### src/rtl/exe_mem_stage.sv
// exe_mem_stage: EXE->MEM pipeline stage that runs loads/stores over a req/addr_ok/data_ok SRAM bus.
//  Upstream:   exe_valid/exe_allowin handshake, instruction fields exe_*, flush kills the held instruction
//  SRAM:       data_sram_req/wr/wstrb/addr/wdata out, addr_ok/data_ok/rdata in; at most one transaction outstanding
//  Downstream: mem_valid/mem_allowin handshake with registered mem_pc/mem_rd/mem_ref_we/mem_result
//  Hazards:    fwd_* bypass of the finished result, load_stall while a load is still in flight
module exe_mem_stage #(
  parameter logic [31:0] RESET_PC = 32'h1bfffffc
) (
  input  logic        clk,
  input  logic        rst,
  input  logic        exe_valid,
  output logic        exe_allowin,
  input  logic [31:0] exe_pc,
  input  logic [4:0]  exe_rd,
  input  logic        exe_ref_we,
  input  logic [31:0] exe_alu_result,
  input  logic        exe_dram_re,
  input  logic        exe_dram_we,
  input  logic [1:0]  exe_mem_size,
  input  logic        exe_mem_sext,
  input  logic [31:0] exe_dram_wdata,
  input  logic        flush,
  output logic        data_sram_req,
  output logic        data_sram_wr,
  output logic [3:0]  data_sram_wstrb,
  output logic [31:0] data_sram_addr,
  output logic [31:0] data_sram_wdata,
  input  logic        data_sram_addr_ok,
  input  logic        data_sram_data_ok,
  input  logic [31:0] data_sram_rdata,
  output logic        mem_valid,
  input  logic        mem_allowin,
  output logic [31:0] mem_pc,
  output logic [4:0]  mem_rd,
  output logic        mem_ref_we,
  output logic [31:0] mem_result,
  output logic        fwd_valid,
  output logic [4:0]  fwd_rd,
  output logic [31:0] fwd_result,
  output logic        load_stall
);
  typedef enum logic [1:0] {IDLE, REQ, WAIT, DONE} state_t;
  state_t state;
  logic cancel, is_load, sext, accept, mem_op;
  logic [1:0] size;
  logic [3:0] st_strb;
  logic [7:0] lb;
  logic [15:0] lh;
  logic [31:0] st_data, ld_data;
  // cancel marks a killed transaction whose data_ok is still owed; nothing new may start until it is swallowed
  assign exe_allowin = !rst && !cancel && (state == IDLE || (state == DONE && mem_allowin));
  assign accept = exe_valid && exe_allowin && !flush;
  assign mem_op = exe_dram_re || exe_dram_we;
  assign mem_valid = state == DONE;
  assign load_stall = is_load && (state == REQ || state == WAIT);
  assign fwd_valid = mem_valid && mem_ref_we;
  assign fwd_rd = mem_rd;
  assign fwd_result = mem_result;
  always_comb begin
    st_strb = exe_mem_size[1] ? 4'hf : exe_mem_size[0] ? (exe_alu_result[1] ? 4'hc : 4'h3) : 4'h1 << exe_alu_result[1:0];
    st_data = exe_mem_size[1] ? exe_dram_wdata : exe_mem_size[0] ? {2{exe_dram_wdata[15:0]}} : {4{exe_dram_wdata[7:0]}};
    lb = 8'(data_sram_rdata >> {data_sram_addr[1:0], 3'b000});
    lh = 16'(data_sram_rdata >> {data_sram_addr[1], 4'b0000});
    ld_data = size[1] ? data_sram_rdata : size[0] ? {{16{sext && lh[15]}}, lh} : {{24{sext && lb[7]}}, lb};
  end
  always_ff @(posedge clk or posedge rst)
    if (rst) begin
      state <= IDLE;
      cancel <= 1'b0;
      is_load <= 1'b0;
      sext <= 1'b0;
      size <= 2'd0;
      mem_pc <= RESET_PC;
      mem_rd <= 5'd0;
      mem_ref_we <= 1'b0;
      mem_result <= 32'd0;
      data_sram_req <= 1'b0;
      data_sram_wr <= 1'b0;
      data_sram_wstrb <= 4'h0;
      data_sram_addr <= 32'd0;
      data_sram_wdata <= 32'd0;
    end else begin
      if (cancel && data_sram_data_ok) cancel <= 1'b0;
      if (flush) begin
        // a request already accepted by the SRAM still owes a data_ok, unless it arrives right now
        if ((state == REQ && data_sram_addr_ok) || (state == WAIT && !data_sram_data_ok)) cancel <= 1'b1;
        state <= IDLE;
        data_sram_req <= 1'b0;
        mem_pc <= RESET_PC;
      end else if (accept) begin
        state <= mem_op ? REQ : DONE;
        mem_pc <= exe_pc;
        mem_rd <= exe_rd;
        mem_ref_we <= exe_ref_we;
        mem_result <= exe_alu_result;
        size <= exe_mem_size;
        sext <= exe_mem_sext;
        is_load <= exe_dram_re;
        data_sram_req <= mem_op;
        data_sram_wr <= exe_dram_we;
        data_sram_wstrb <= exe_dram_we ? st_strb : 4'h0;
        data_sram_addr <= exe_alu_result;
        data_sram_wdata <= st_data;
      end else if (state == REQ && data_sram_addr_ok) begin
        state <= WAIT;
        data_sram_req <= 1'b0;
      end else if (state == WAIT && data_sram_data_ok) begin
        state <= DONE;
        if (is_load) mem_result <= ld_data;
      end else if (state == DONE && mem_allowin) begin
        state <= IDLE;
        mem_pc <= RESET_PC;
      end
    end
endmodule

### config.mk
export PLATFORM = sky130hd
export DESIGN_NAME = exe_mem_stage
export DESIGN_NICKNAME = d
export VERILOG_FILES = /design/src/rtl/exe_mem_stage.sv
export SDC_FILE = /design/constraint.sdc
export NUM_CORES = 1
export LEC_CHECK = 0
export BUFFER_PORTS_ARGS = -buffer_cell sky130_fd_sc_hd__buf_2
export CAP_MARGIN = 5
export CELL_PAD_IN_SITES_DETAIL_PLACEMENT = 0
export CELL_PAD_IN_SITES_GLOBAL_PLACEMENT = 1
export CORE_MARGIN = 2
export CORE_UTILIZATION = 35
export CTS_BUF_LIST = sky130_fd_sc_hd__clkbuf_8
export CTS_CLUSTER_DIAMETER = 120
export DETAILED_ROUTE_END_ITERATION = 8
export GPL_TIMING_DRIVEN = 0
export PLACE_DENSITY = 0.82
export SYNTH_ARGS = -nofsm -noshare
export SYNTH_HDL_FRONTEND = slang
export SYNTH_SLANG_ARGS = --single-unit
### constraint.sdc
create_clock -name clk -period 6.23 [get_ports clk]
set_input_delay 0.9345 -clock clk [delete_from_list [all_inputs] [get_ports clk]]
set_output_delay 0.9345 -clock clk [all_outputs]
set_load 0.03 [all_outputs]
# == Word-level counts from Yosys, hierarchy flattened ==
# Index checks and enable logic that the tools add are counted.
# classes
n_addsub,0
n_mul,0
n_div,0
magnitude_cmp,0
eq_ne,6
shifts,3
mux,29
n_bitwise,1
n_reduce_logical,30
# ops
op,count
two-way mux 32 bit,13
>> shifter 32 x 5 -> 16 bit,1
>> shifter 32 x 5 -> 8 bit,1
two-way mux 4 bit,4
logical AND 1 bit,13
two-way mux 2 bit,6
two-way mux 1 bit,6
!= test 3 bit (second input constant),2
nonzero test 3 bit,2
nonzero test 5 bit,1
equality test 2 bit (second input constant),2
logical NOT 1 bit,4
logical OR 1 bit,4
AND reduction 4 bit,1
nonzero test 2 bit,2
left shift 1 x 2 -> 4 bit (first input constant),1
AND reduction 3 bit,1
equality test 2 x 1 -> 1 bit (second input constant),1
logical NOT 2 bit,1
!= test 2 bit (second input constant),1
AND reduction 2 bit,1
inverter 1 bit,1
# totals
regBits,147
latch_bits,0
mem_bits_rw,0
mem_bits_ro,0
in_bits,146
out_inout_bits,181
wordCells,83
n_memories,0

# == Longest topological paths before layout ==
# depth
ltp_word,8
mapped_depth,8
depth_no_buf,7

# == Worst setup path after synthesis ==
# No wires, ideal clock.
# synth_path
path_kind,in2out
from,in rst
to,out exe_allowin
t_arrival_ns,1.381
required_ns,5.295
path_slack_ns,3.915
path_stages,2
path_buffers,0
cell_sequence,nor2_1 -> and2_1
# synth_between
elab_chain_len,3
# synth_rtl
item,line,rtl
"start, declared",10,"input logic rst,"
logical NOT 1 bit (no line),--,
logical AND 1 bit (2 in a row),51,assign exe_allowin = !rst && !cancel && (state == IDLE || (state == DONE && mem_allowin));
"end, declared",12,"output logic exe_allowin,"
# No other way between the ends.

# == Worst setup path after layout ==
# layout_path
from,reg state[0]
to,out exe_allowin
# layout_between
elab_chain_len,4
word_cells_on_any_way,5
cone_classes,1 x eq/ne; 4 x reduce/logical
# layout_rtl
item,line,rtl
"start, declared",43,state_t state;
"start signal, assigned",91,state <= mem_op ? REQ : DONE;
equality test 2 bit,51,
logical AND 1 bit,51,
logical OR 1 bit (*),51,
logical AND 1 bit (*),51,
# Mark *: on every way between the ends. The rest lies on a longest branch, timed or not.

==> results.json <==
{
  "status": "completed",
  "avgSynthCellArea_um2": 9.66,
  "clk_path_buf_depth": 2,
  "setup_viol": 0,
  "cts_buffers": 17,
  "yosysWarnings": 0,
  "drc": 0,
  "synth_nets": 879,
  "grt_pass1_vias": 6543,
  "grt_first_pass_wirelength_mm": 37.5,
  "finClkSkew_ps": 7.43,
  "hold_class": "reg2reg",
  "die_h_um": 146,
  "finalCritPeriodShare_pct": 42.1,
  "hold-path-endpoint": "data_sram_addr[21]",
  "ff_latch_area_um2": 3710,
  "synth-seq-cells": 147,
  "relSlewSlack_pct": 49.3,
  "synthArstFlopShare_pct": 100,
  "synth.area.top_cells": "dfrtp_1, nand2_1, dfstp_2",
  "tightestPinTransition_ps": 761,
  "core_um2": 19600,
  "place_hpwl_mm": 18.5,
  "worstPathRequired_ps": 5300,
  "fmax_mhz": 381,
  "routed.top_layer": "met4",
  "synth_cells": 729,
  "synth_edf_count": 0,
  "ff2ff_setup_slack_ps": 3850,
  "internal-power_uw": 2500,
  "critPathMaxStageDelay_ps": 430,
  "power_frac_comb_pct": 51.5,
  "rr_worst_depth": 7,
  "critPathLaunchType": "flop",
  "yosysSeqAreaShare_pct": 52.7,
  "timing.rr.end": "fwd_result[8]",
  "io_buffers": 323,
  "grt_max_degree": 80,
  "fin_area_um2": 9420,
  "post-route-util_pct": 48.1,
  "path_buf_inv": 1,
  "post_cts_resized": 0,
  "cts_tree": "built",
  "num_rows": 51,
  "ios": 327,
  "dieArea_um2": 21300,
  "rsz0062_at_grt": "no",
  "h-tree-depth": 4,
  "period_needed_ps": 2630,
  "p_switching_uw": 2290,
  "totalWireLength_mm": 24.2,
  "globalRouteOverflowTotal": 0,
  "hold_viol": 0,
  "vias": 6680,
  "wl_met2_mm": 12.0,
  "drt_iter0_drc": 291,
  "postCtsSetupBuffers": 0,
  "ctsHoldBuffers": 0,
  "viasPerCell": 4.94,
  "seq_power_share_pct": 32.8,
  "syn_area_um2": 7050,
  "hp-start": "data_sram_addr[21]",
  "dr_wl_met3_mm": 1.33,
  "drive_above_1_share_pct": 42.5,
  "crit_chain": "ha_1, a21o_1, and2_1, buf_2",
  "synth-main-ff-cell": "dfrtp_1",
  "max-cap-violations": 0,
  "synth_area_leader_cell": "dfrtp_1",
  "wl_met1_mm": 10.5,
  "wl_per_cell_um": 17.9,
  "end_kind": "output pin",
  "initial_core_util_pct": 36.0,
  "path_delay_family": "flip-flops",
  "setup_tns_ps": 0,
  "critical_path_arrival_ps": 1690,
  "worstSkewPairLatency_ps": 440,
  "setup_ws_ps": 3600,
  "path_max_fanout": 4,
  "dieWidth_um": 146,
  "ant_nets": 0,
  "timing.rr.start": "state[0]",
  "vdd_drop_max_uv": 249,
  "leakagePower_uw": 0.00488,
  "dp_worst_setup_slack_ps": 3490,
  "root_buffer": "clkbuf_8",
  "clkPwrFrac_pct": 15.7,
  "yosysUniqueCellTypes": 52,
  "hold_depth": 2,
  "clkTransAtPathRegs_ps": 90,
  "clock_sinks": 147,
  "yosysTopAreaCellShare_pct": 43.0,
  "slew_viol_final": 0,
  "worstSetupPathType": "reg2out",
  "switching_share_pct": 47.8,
  "syn2layout_area_growth_pct": 33.7,
  "slowest_stage": "dfrtp_1",
  "place_area_um2": 9030,
  "nFillCells": 1995,
  "multiInputGateArea_um2": 2820,
  "antenna_found_initial": 3,
  "track_usage_pct": 22.6,
  "first_pass_iters": 6,
  "fin_nets": 1222,
  "powerDensity_nw_per_um2": 509,
  "gp_congestion": 0.920
}
-- worst reg2reg max path: stages (launching register included) --
cell	delay, ps
dfrtp_1	430
ha_1	260
a21o_1	220
nand4b_1	250
buf_2	330
clkbuf_1	530
nand3_1	160
o221ai_1	100
-- cell type report --
type	count	area share, %
repair buffers	324	17.5
flip-flops and latches	147	39.4
well taps	265	3.52
plain buffers	84	5.25
diodes	3	0.0797
multi-input cells	492	29.9
inverters	6	0.292
clock inverters	15	1.62
clock buffers	17	2.48
-- through the flow --
step / power, uW / hold WS, ps / cells
floorplan: 3300 / 452 / 729
finish: 4790 / 477 / 1353
CTS: 4840 / 479 / 1350
global route: 5070 / 497 / 1352
detailed placement: 4070 / 458 / 1318
global placement: 4030 / 455 / 1317
-- registers in the layout, summed over array words and instances (netlist names) --
register,cells
data_sram_addr,32
data_sram_wdata,32
fwd_result,32
mem_pc,32
fwd_rd,5
data_sram_wstrb,4
size,2
state,2
cancel,1
data_sram_req,1
data_sram_wr,1
is_load,1
mem_ref_we,1
sext,1
-- logic make-up after synthesis --
kind of cell	Yosys count	synth area share [%]
multiplexers	22	3.34
AND/OR/NAND/NOR	278	17.1
flip-flops	147	52.7
AO/OA/AOI/OAI	188	18.8
buffers and inverters	90	7.33
adder cells (fa/ha/maj)	4	0.710
-- layer usage --
| layer | track usage, % | up-vias |
|---|---|---|
| li1 | - | 3168 |
| met1 | 29.5 | 3242 |
| met2 | 37.9 | 245 |
| met3 | 3.95 | 25 |
| met4 | 7.75 | 0 |
| met5 | 0 | - |
-- power by group through the flow --
stage,Combinational (uW),Clock [uW],Sequential (uW)
floorplan,1070,0,2240
global placement,2460,0,1580
detailed placement,2480,0,1580
CTS,2490,779,1570
global route,2630,815,1620
finish,2470,755,1570
-- worst max-delay path by stage --
| stage | slack (ps) | endpoint | from | cells past startpoint |
|---|---|---|---|---|
| 3_5_place_dp | 3490 | fwd_result[1] | mem_allowin | 7 |
| 3_3_place_gp | -450 | fwd_rd[0] | rst | 2 |
| 5_1_grt | 3500 | exe_allowin | state[0] | 4 |
| 2_1_floorplan | 1390 | cancel | rst | 1 |
| 4_1_cts | 3560 | exe_allowin | state[0] | 4 |
| 6_report | 3600 | exe_allowin | state[0] | 4 |
-- synthesized netlist by cell type, drive strengths merged (16+ instances only) --
cell    instances
nand2         193
dfrtp         121
buf            62
o21ai          44
a21oi          33
nor2b          31
o22a           31
nor2           30
dfstp          26
clkbuf         22
mux2i          16
o31ai          16
-- layout by cell type, fill, tap and decap left out, drive strengths merged, types with 26 or more instances in the layout --
master,instances
a21oi,33
buf,386
clkbuf,39
dfrtp,121
dfstp,26
nand2,193
nor2,30
nor2b,31
o21ai,44
o22a,31
No activity file was read; power rests on OpenSTA's default activity.
